<file path="config.mk">
export PLATFORM = sky130hd
export DESIGN_NAME = instruction_fetch
export DESIGN_NICKNAME = d
export VERILOG_FILES = /design/src/rtl/cpu_pkg.sv /design/src/rtl/instruction_fetch_if_id.sv /design/src/rtl/instruction_fetch.sv
export SDC_FILE = /design/constraint.sdc
export NUM_CORES = 1
export LEC_CHECK = 0
export ABC_AREA = 1
export BUFFER_PORTS_ARGS = -buffer_cell sky130_fd_sc_hd__buf_2
export CAP_MARGIN = 5
export CORE_AREA = 2 2 79 137
export DETAILED_ROUTE_END_ITERATION = 8
export DIE_AREA = 0 0 81 139
export PLACE_DENSITY = 0.87
export SKIP_CTS_REPAIR_TIMING = 1
export SYNTH_ARGS = -nofsm -noshare
export SYNTH_HDL_FRONTEND = slang
export SYNTH_SLANG_ARGS = --single-unit
</file>
<file path="constraint.sdc">
create_clock -name clk -period 4.1 [get_ports clk]
set_input_delay 0.615 -clock clk [delete_from_list [all_inputs] [get_ports clk]]
set_output_delay 0.615 -clock clk [all_outputs]
set_load 0.05 [all_outputs]
</file>
<file path="src/rtl/cpu_pkg.sv">
// Shared pipeline definitions: opcode fields,
// bubble word and the IF/ID bundle.
package cpu_pkg;

  localparam int OPC_MSB  = 31;
  localparam int OPC_LSB  = 26;
  localparam int JTGT_MSB = 25;

  localparam logic [5:0]  OPC_J        = 6'b000010;
  localparam logic [31:0] NOP_WORD_DEF = 32'h0000_0000;

  typedef struct packed {
    logic [31:0] instr;
    logic [31:0] pc_plus4;
    logic        valid;
  } if_id_t;

  function automatic if_id_t bubble_of(
    input logic [31:0] nop
  );
    if_id_t b;
    b.instr    = nop;
    b.pc_plus4 = '0;
    b.valid    = 1'b0;
    return b;
  endfunction

endpackage

</file>
<file path="src/rtl/instruction_fetch_if_id.sv">
// IF/ID pipeline register with hold and
// bubble controls; bubble beats hold.
module if_id_reg
  import cpu_pkg::*;
#(
  parameter logic [31:0] NOP_WORD = NOP_WORD_DEF
) (
  input  logic   clk,
  input  logic   reset,
  input  logic   hold,
  input  logic   bubble,
  input  if_id_t d,
  output if_id_t q
);

  // load, hold or squash the stage contents
  always_ff @(posedge clk) begin
    if (reset || bubble) begin
      q <= bubble_of(NOP_WORD);
    end else if (!hold) begin
      q <= d;
    end
  end

endmodule

</file>
<file path="src/rtl/instruction_fetch.sv">
// IF stage: PC, next-PC select, IF/ID capture.
// EARLY_JUMP_EN: resolve J opcodes in IF.
module instruction_fetch
  import cpu_pkg::*;
#(
  parameter logic [31:0] RESET_PC  = 32'h0000_0000,
  parameter int          MEM_BYTES = 24,
  parameter logic [31:0] NOP_WORD  = NOP_WORD_DEF
) (
  input  logic        clk,
  input  logic        reset,
  input  logic        stall_if,
  input  logic        redirect_valid,
  input  logic [31:0] redirect_pc,
  output logic [31:0] imem_addr,
  input  logic [31:0] imem_data,
  output logic [31:0] if_id_instr,
  output logic [31:0] if_id_pc_plus4,
  output logic        if_id_valid,
  output logic        fetch_done
);

  localparam logic [32:0] LAST_ADDR =
    33'(MEM_BYTES - 4);

  logic [31:0] pc;
  logic [31:0] pc_next;
  logic [31:0] pc_plus4;
  logic        done_next;
  logic        in_range;
  logic        take_j;
  logic [31:0] j_target;

  logic sel_redir;
  logic sel_hold;
  logic sel_end;
  logic sel_run;

  if_id_t if_id_d;
  if_id_t if_id_q;

  assign imem_addr = pc;
  assign pc_plus4  = pc + 32'd4;
  assign in_range  = {1'b0, pc} <= LAST_ADDR;
  assign j_target  =
    {6'b0, imem_data[JTGT_MSB:0]};

`ifdef EARLY_JUMP_EN
  assign take_j =
    imem_data[OPC_MSB:OPC_LSB] == OPC_J;
`else
  assign take_j = 1'b0;
`endif

  assign sel_redir = redirect_valid;
  assign sel_hold  = !redirect_valid
                   && stall_if;
  assign sel_end   = !redirect_valid
                   && !stall_if
                   && !in_range;
  assign sel_run   = !redirect_valid
                   && !stall_if
                   && in_range;

  // next PC and end-of-image flag
  always_comb begin
    pc_next   = pc;
    done_next = fetch_done;
    unique case (1'b1)
      sel_redir: begin
        pc_next   = redirect_pc;
        done_next = 1'b0;
      end
      sel_hold: begin
        pc_next = pc;
      end
      sel_end: begin
        done_next = 1'b1;
      end
      sel_run: begin
        pc_next = take_j ? j_target
                         : pc_plus4;
      end
      default: begin
        pc_next = pc;
      end
    endcase
  end

  // PC and fetch_done state
  always_ff @(posedge clk) begin
    if (reset) begin
      pc         <= RESET_PC;
      fetch_done <= 1'b0;
    end else begin
      pc         <= pc_next;
      fetch_done <= done_next;
    end
  end

  // word fetched this cycle
  always_comb begin
    if_id_d.instr    = imem_data;
    if_id_d.pc_plus4 = pc_plus4;
    if_id_d.valid    = 1'b1;
  end

  if_id_reg #(
    .NOP_WORD(NOP_WORD)
  ) u_if_id (
    .clk   (clk),
    .reset (reset),
    .hold  (sel_hold),
    .bubble(sel_redir || sel_end),
    .d     (if_id_d),
    .q     (if_id_q)
  );

  assign if_id_instr    = if_id_q.instr;
  assign if_id_pc_plus4 = if_id_q.pc_plus4;
  assign if_id_valid    = if_id_q.valid;

endmodule
</file>
Yosys cells after proc, flatten, opt, wreduce, memory -nomap -nowiden
Cells that the tools add are included.
{"block": "totals", "ff_bits": 98, "latch_bits": 0, "ram_bits": 0, "rom_bits": 0, "in_bits": 68, "out_inout_bits": 98, "elab_cells": 20, "mem_count": 0}
{"block": "classes", "add_sub_neg": 1, "mul": 0, "n_div": 0, "n_lt_le_gt_ge": 1, "eq_ne": 0, "shift": 0, "mux": 2, "bitwise_logic": 0, "reduce_logical": 11}
{"cell": "case mux 32 bit (2 select lines)", "count": 1}
{"cell": "adder 32 x 3 -> 32 bit (second input constant)", "count": 1}
{"cell": "<= comparator 32 x 5 -> 1 bit (second input constant)", "count": 1}
{"cell": "logical AND 1 bit", "count": 4}
{"cell": "nonzero test 2 bit", "count": 2}
{"cell": "zero test 1 bit", "count": 3}
{"cell": "logical OR 1 bit", "count": 2}
{"cell": "case mux 1 bit (2 select lines)", "count": 1}

Longest topological paths before layout
Gate-level depths: netlist of run 1.
{"block": "logic_depth", "ltp_word": 5, "depth_mapped": 11, "depth_no_buf": 11}

Modules after synthesis
Synthesis of run 1 repeated with hierarchy kept, for this count alone.
{"block": "unflattened", "hier_cells": 718, "hier_area_um2": 4730.8}
{"module": "if_id_reg", "instances": 1, "cells_per_inst": 412, "area_each_um2": 2645.0, "seq_area_each_um2": 1301.2}
{"module": "instruction_fetch", "instances": 1, "cells_per_inst": 306, "area_each_um2": 2085.8, "seq_area_each_um2": 660.6}

Least setup slack after synthesis of run 1
OpenSTA, ideal clock, no wires.
{"block": "synth_path", "path_type": "flip-flop to flip-flop", "start": "reg pc[2] (netlist: imem_addr[2])", "end": "reg u_if_id.q[13] (netlist bit)", "setup_time_ns": 0.122, "arrival_ns": 1.885, "required_ns": 3.978, "setup_slack_ns": 2.094, "path_stages_with_launch": 12, "n_path_buf": 1, "synth_period_minus_slack_ns": 2.006, "path_cell_list": "dfxtp_1 inv_1 ha_1 inv_1 nand2_1 a21oi_1 nor2_2 nand2_2 nand2_4 nand2_4 buf_6 a21oi_2"}
{"block": "synth_between", "elab_chain_len": 5, "elab_cells_between_ends": 6, "classes_between": "add/sub (1); order compare (1); reduce/logical (4)"}
{"item": "from (decl)", "line_no": "instruction_fetch.sv:26", "rtl": "logic [31:0] pc;"}
{"item": "from (signal assigned)", "line_no": "instruction_fetch.sv:96", "rtl": "pc <= pc_next;"}
{"item": "<= comparator 32 x 5 -> 1 bit", "line_no": "instruction_fetch.sv:44", "rtl": "assign in_range = {1'b0, pc} <= LAST_ADDR;"}
{"item": "zero test 1 bit", "line_no": "instruction_fetch.sv:60", "rtl": "&& !in_range;"}
{"item": "logical AND 1 bit", "line_no": "instruction_fetch.sv:60"}
{"item": "logical OR 1 bit", "line_no": "instruction_fetch.sv:114", "rtl": ".bubble(sel_redir || sel_end),"}
{"item": "logical OR 1 bit", "line_no": "instruction_fetch_if_id.sv:18", "rtl": "if (reset || bubble) begin"}
{"item": "to (signal assigned)", "line_no": "instruction_fetch_if_id.sv:19", "rtl": "q <= bubble_of(NOP_WORD);"}
{"item": "to (decl)", "line_no": "instruction_fetch_if_id.sv:13", "rtl": "output if_id_t q"}
Parallel ways exist; a longest one is shown, timed or not.
A chain may end at the register's enable or synchronous reset.

Final worst setup path of run 1
{"block": "layout_path", "start": "in redirect_valid", "end": "reg pc[4] (netlist: imem_addr[4])"}
{"block": "layout_between", "elab_chain_len": 4, "elab_cells_between_ends": 5, "classes_between": "mux (1); reduce/logical (4)"}
{"item": "from (decl)", "line_no": "instruction_fetch.sv:13", "rtl": "input logic redirect_valid,"}
{"item": "zero test 1 bit", "line_no": "instruction_fetch.sv:61", "rtl": "assign sel_run = !redirect_valid"}
{"item": "logical AND 1 bit", "line_no": "instruction_fetch.sv:62", "rtl": "&& !stall_if"}
{"item": "logical AND 1 bit", "line_no": "instruction_fetch.sv:63", "rtl": "&& in_range;"}
{"item": "case mux 32 bit (2 select lines) or nonzero test 2 bit (tied branches)"}
Parallel ways exist; a longest one is shown, timed or not.

==> results of run 1 <==
stage by stage:
step                      hold WS [ps]  cell area, µm²  instances
after floorplan                    464            4760        668
after global placement             435            5560        925
after detailed placement           443            5560        925
after CTS                          461            5850        941
after global routing               479            5850        941
final                              457            5850        941
power breakdown:
part | total [mW] | internal, mW | switching (mW)
clock network | 0.816 | 0.447 | 0.369
registers | 1.04 | 0.991 | 0.0477
logic | 0.384 | 0.103 | 0.282
worst max-delay path: cells and delay by family:
family                 cells  cell delay, ps
AND/OR/NAND/NOR            6            1710
buffers and inverters      1             280
cells by family after synthesis:
family	after synthesis
buffers and inverters	80
and+or+nand+nor	369
xor gates and xnor gates	8
adders and majority gates	3
DFF	98
AOI/OAI and AO/OA	110
routing by layer:
metal / part of all wire / up-vias / wire [µm]
li1: - / 2436 / -
met1: 0.38 / 2155 / 5200
met2: 0.52 / 175 / 7140
met3: 0.063 / 41 / 868
met4: 0.041 / 0 / 561
met5: 0 / - / 0
synth_stat cells:
cell type  count  area (µm²)
a21oi_1       28         140
a21oi_2       48         420
buf_1          3        11.3
buf_2          7        35.0
buf_4          3        22.5
buf_6          6        67.6
clkbuf_1      19        71.3
dfxtp_1       98        1960
ha_1           3        37.5
inv_1         35         131
inv_2          7        26.3
nand2_1      205         769
nand2_2        1        6.26
nand2_4        2        22.5
nand3_1       47         235
nand3_2        2        20.0
nand3b_1       3        22.5
nand4_1       11        68.8
nand4_2        1        12.5
nor2_1        82         308
nor2_2         7        43.8
nor2_4         1        11.3
nor3_1         5        25.0
o211ai_1      13        97.6
o21ai_0       14        70.1
o21ai_1        7        35.0
or2_2          2        12.5
xnor2_1        2        17.5
xor2_1         6        52.6
path summary, 6_finish.rpt:
path,to,slack (ps),cells past startpoint
max,imem_addr[4],1710,7
min,fetch_done,460,2
max reg2reg,u_if_id.q[63],1720,10
min reg2reg,fetch_done,460,2
layout make-up:
class                   instances  area share
well taps                     127      0.0272
clock inverters                 5     0.00621
flip-flops and latches         98       0.336
clock buffers                  11      0.0432
multi-input cells             490       0.416
repair buffers                168       0.145
inverters                      42      0.0270
flip-flops by register name, indices dropped and copies added, names as in the netlist:
register and count:
imem_addr 32, fetch_done 1, u_if_id.q 65
==> impl_metrics.py, run 1 <==
metrics = {
    "drt": {
        "drt_wl_total_mm": 13.8,
        "antenna_left": 0,
        "first_pass_iters": 6,
        "vias": 4807,
        "drc": 0,
        "vias_per_cell": 5.11,
        "first_iter_violations": 260,
        "wl_per_cell_um": 14.6,
    },
    "grt": {
        "grt_use_total": 0.243,
        "grt_antenna_before_repair": 0,
        "grt_max_degree": 65,
        "use_met1": 0.268,
        "grtUsageMet2": 0.420,
        "grt_pass1_wl_mm": 21.5,
        "grt_overflow_total": 0,
        "gr-usage-met3": 0.0521,
        "grt_busiest_layer": "met2",
        "grt_pass1_vias": 4476,
    },
    "place": {
        "gp_congestion": 0.986,
        "place.port_buffers": 165,
        "dp_hpwl_mm": 10.1,
        "post-place-ws_ps": 1430,
    },
    "floorplanning": {
        "ioPinCount": 166,
        "core-area_mm2": 0.0102,
        "dieArea_mm2": 0.0113,
        "fp.dieH_um": 139,
        "num_rows": 49,
        "die_w_um": 81,
        "initial_utilization": 0.467,
    },
    "power": {
        "power.leakage_nw": 2.67,
        "ir_drop_v": 0.000235,
        "power_mw": 2.24,
        "p_per_area_mw_per_mm2": 383,
    },
    "layout": {
        "antennaDiodeCount": 0,
        "multi_input_area_mm2": 0.00243,
        "final_util": 0.575,
        "final_cell_mix": "204 x nand2_1, 165 x buf_2, 98 x dfxtp_1",
        "final_nets": 880,
        "seqCellArea_mm2": 0.00196,
        "fillers": 1037,
        "drive_gt1_frac": 0.316,
        "area_growth_pct": 22.9,
        "layout_commonest_cell": "nand2_1",
    },
    "critical_path": {
        "arrival_ps": 2610,
        "slowest_delay_ps": 580,
        "crit_fanout": 31,
        "cpMostUsedCell": "nor2_1",
        "critPathLaunchType": "input pin",
        "worstPathRequired_ps": 4320,
        "cp-startpoint": "redirect_valid",
        "critPathKind": "in2reg",
        "crit_chain": "buf_2 > nor2_1 > nand3_2 > nand2_1 > nor2_1 > nor2_1 > nor2_1",
        "critPathCaptureType": "flip-flop",
        "reg2reg_from": "imem_addr[2]",
        "cpMaxStageDelayCell": "nand3_2",
    },
    "yosys": {
        "synth_cell_types": 29,
        "synth-xor-area-share": 0.0147,
        "synth-adder-area-share": 0.00789,
        "synth_compound_gate_area_share": 0.160,
        "muxShareOfSynthArea": 0,
        "synth-simple-area-share": 0.328,
        "netlist_area_mm2": 0.00476,
        "synth_warnings": 0,
        "syn-num-nets": 739,
        "yosysSeqAreaShare": 0.413,
        "synth_cells": 668,
        "ys_seq_elements": 98,
        "avgSynthCellArea_um2": 7.12,
        "synth_top_family_by_area": "simple AND/OR/NAND/NOR gates",
    },
    "timing": {
        "fin_ws_ps": 1710,
        "period_minus_slack_ps": 2390,
        "finalSetupViolCount": 0,
        "hold_violations": 0,
        "fin_worst_skew_ps": 6.83,
        "fmax_ghz": 0.419,
        "max_slew_margin": 0.414,
        "rsz0062_at_grt": "no",
        "tightest_slew_ps": 879,
        "finalSetupTns_ps": 0,
        "slew_violations": 0,
        "min_period_over_period": 0.582,
    },
    "run_status": {
        "outcome": "finished clean",
    },
    "clock_network": {
        "clk_pin_slew_ps": 70,
        "cts_tree": "done",
        "cts.sinks": 98,
        "cts_made_buffers": 9,
        "clock_path_buffers": 2,
        "htreeDepth": 3,
        "cts_root_buffer": "clkbuf_16",
        "clk_latency_ps": 350,
    },
    "hold_path": {
        "hold_start": "fetch_done",
        "min-delay-path-class": "reg2reg",
    },
    "job": {
        "maxCapViolCount": 0,
    },
}
No activity file was read; power rests on OpenSTA's default activity.
==> run 2: changes to the inputs <==
- ABC_AREA: 1 -> 0
- CORE_AREA: 2 2 79 137 -> 2 2 77 134
- DIE_AREA: 0 0 81 139 -> 0 0 79 136
- PLACE_DENSITY: 0.87 -> 0.85
- clock period: 4.1 -> 2 ns (I/O delays scaled with it)
==> run 2 against run 1 <==
Against the previous run:
- global-route usage shrank 3.3 points
- die area shrank 4.6%
- area after synthesis shrank 15%
- via count shrank 20%
- sequential power grew 100%
- non-clock buffer count grew 25
- count of clock-buffer cells in the layout grew 1
- utilization shrank 0.25 points
- final area shrank 4.8%
- combinational power grew 96%
- critical endpoint is now u_if_id.q[16]
- largest cell class is now sequential cells
==> impl_metrics.py, run 2 <==
metrics = {
    "run_status": {
        "outcome": "finished clean",
    },
    "yosys": {
        "ys_seq_elements": 98,
        "synth_cells": 446,
        "synth_flop_cell": "dfxtp_1",
        "netlist_area_mm2": 0.00406,
        "synth.top_cell.area_share": 0.483,
        "synth.area.top_cells": "dfxtp_1 48%, nand2_1 7.2%, a211oi_1 5.5%",
        "synth_cell_types": 38,
        "synth_warnings": 0,
        "yosysSeqAreaShare": 0.483,
        "postSynth.asyncResetShare": 0,
        "synth_area_leader_cell": "dfxtp_1",
        "yosysMostFrequentCell": "dfxtp_1",
        "synth_common_cells": "98 x dfxtp_1, 78 x nand2_1, 54 x nor2_1, 35 x a21oi_1, 30 x a211oi_1",
        "synth-edff-count": 0,
        "syn-num-nets": 517,
        "avgSynthCellArea_um2": 9.10,
    },
    "grt": {
        "grt_pass1_wl_mm": 17.7,
        "grt_max_degree": 66,
        "grt_use_total": 0.210,
        "grt_pass1_vias": 3674,
        "grt_overflow_total": 0,
        "grt_antenna_before_repair": 1,
    },
    "timing": {
        "rsz0062_at_grt": "yes",
        "hold_violations": 0,
        "whs_ps": 170,
        "period_minus_slack_ps": 1920,
        "min_period_over_period": 0.960,
        "slew_violations": 0,
        "max_slew_margin": 0.713,
        "fin_worst_skew_ps": 5.27,
        "fmax_ghz": 0.521,
        "tightest_slew_ps": 430,
        "finalSetupViolCount": 0,
    },
    "layout": {
        "seqCellArea_mm2": 0.00200,
        "final_cell_area_mm2": 0.00557,
        "final_cell_mix": "165 x buf_2, 77 x nand2_1, 72 x dfxtp_1",
        "regMostFlops": "u_if_id.q",
        "drive_gt1_frac": 0.417,
        "multi_input_area_mm2": 0.00199,
        "layout_commonest_cell": "buf_2",
        "final_nets": 692,
        "fillers": 889,
        "area_growth_pct": 37.1,
        "largest_reg_flops": 65,
    },
    "place": {
        "dp_hpwl_mm": 8.62,
        "gp_congestion": 0.840,
        "place.port_buffers": 165,
        "place_area_mm2": 0.00518,
    },
    "clock_network": {
        "cts_tree": "done",
        "cts_root_buffer": "clkbuf_16",
        "htreeDepth": 3,
        "cts_made_buffers": 9,
        "clk_latency_ps": 330,
        "clk_pin_slew_ps": 60,
        "cts.sinks": 98,
        "clock_path_buffers": 2,
    },
    "critical_path": {
        "worstPathRequired_ps": 2250,
        "timing.reg2reg.worst_path_depth": 7,
        "critPathCaptureType": "flip-flop",
        "critPathLaunchType": "flip-flop",
        "crit_fanout": 32,
        "arrival_ps": 2170,
        "critPathKind": "reg2reg",
    },
    "power": {
        "power_mw": 4.55,
        "ir_drop_v": 0.000463,
        "p_per_area_mw_per_mm2": 818,
        "power.leakage_nw": 2.61,
    },
    "floorplanning": {
        "die_w_um": 79,
        "ioPinCount": 166,
        "initial_utilization": 0.417,
        "core-area_mm2": 0.00973,
        "num_rows": 48,
        "fp.dieH_um": 136,
        "dieArea_mm2": 0.0107,
    },
    "drt": {
        "vias_per_cell": 5.14,
        "vias": 3864,
        "first_iter_violations": 155,
        "drt_wl_total_mm": 11.3,
        "wl_per_cell_um": 15.0,
        "antenna_left": 0,
        "first_pass_iters": 5,
        "drc": 0,
    },
    "job": {
        "maxCapViolCount": 0,
    },
    "hold_path": {
        "min-delay-path-class": "in2reg",
        "hold_depth": 2,
    },
}
## run 2: changes by cell type after synthesis, sizes merged, moves of 12 or more
cell	change
inv	-36
a21oi	-41
a22o	+18
nand3	-38
xor2	+12
a211oi	+31
nor2	-36
o21ai	-20
nand2	-130
o211ai	-13
## run 2: worst max-delay path: stages (launching register included)
cell       delay [ps]
dfxtp_2           360
nor4_4            340
buf_4             170
o311ai_2          150
nor3_2            280
o21ai_4           110
clkbuf_16         220
a211oi_1          180
## run 2: kinds of logic after synthesis
family,count (synthesis),synth area share
simple gates,178,0.219
flops,98,0.483
compound gates,91,0.156
buf+inv,36,0.0428
xor+xnor,29,0.0626
mux,11,0.0271
fa+ha+maj,3,0.00925
## run 2: metrics by stage
step,std cells,util,TNS (ps),worst slack (ps)
after floorplan,446,-,0,7.46
after global placement,731,0.532,-14.1,-14.1
after detailed placement,731,0.532,-715,-96.9
after CTS,747,0.563,-2050,-126
after global routing,752,0.572,-147,-19.6
final,752,0.572,0,79.8
## run 2: final cells by class
type / count / area share
timing repair buffer: 193 / 0.196
antenna: 1 / 0.000450
inverter: 7 / 0.00472
multi-input combinational: 312 / 0.357
tap: 125 / 0.0281
sequential: 98 / 0.360
clock inverter: 4 / 0.00382
clock buffer: 12 / 0.0499
## run 2: report_power, final
group	total [mW]	internal (mW)	switching [mW]
Clock	1.69	0.981	0.705
Sequential	2.11	2.03	0.0841
Combinational	0.752	0.248	0.504
## run 2: final timing paths
path	endpoint	from	slack (ps)
max	u_if_id.q[16]	imem_addr[18]	80
min	imem_addr[23]	redirect_pc[23]	170
max reg2reg	u_if_id.q[16]	imem_addr[18]	80
min reg2reg	u_if_id.q[39]	u_if_id.q[39]	450
## run 2: metal layers
metal,track usage,vias to the layer above,routed length (µm)
li1,-,1905,-
met1,0.222,1761,4270
met2,0.364,154,5840
met3,0.0332,44,551
met4,0.166,0,653
met5,0,-,0
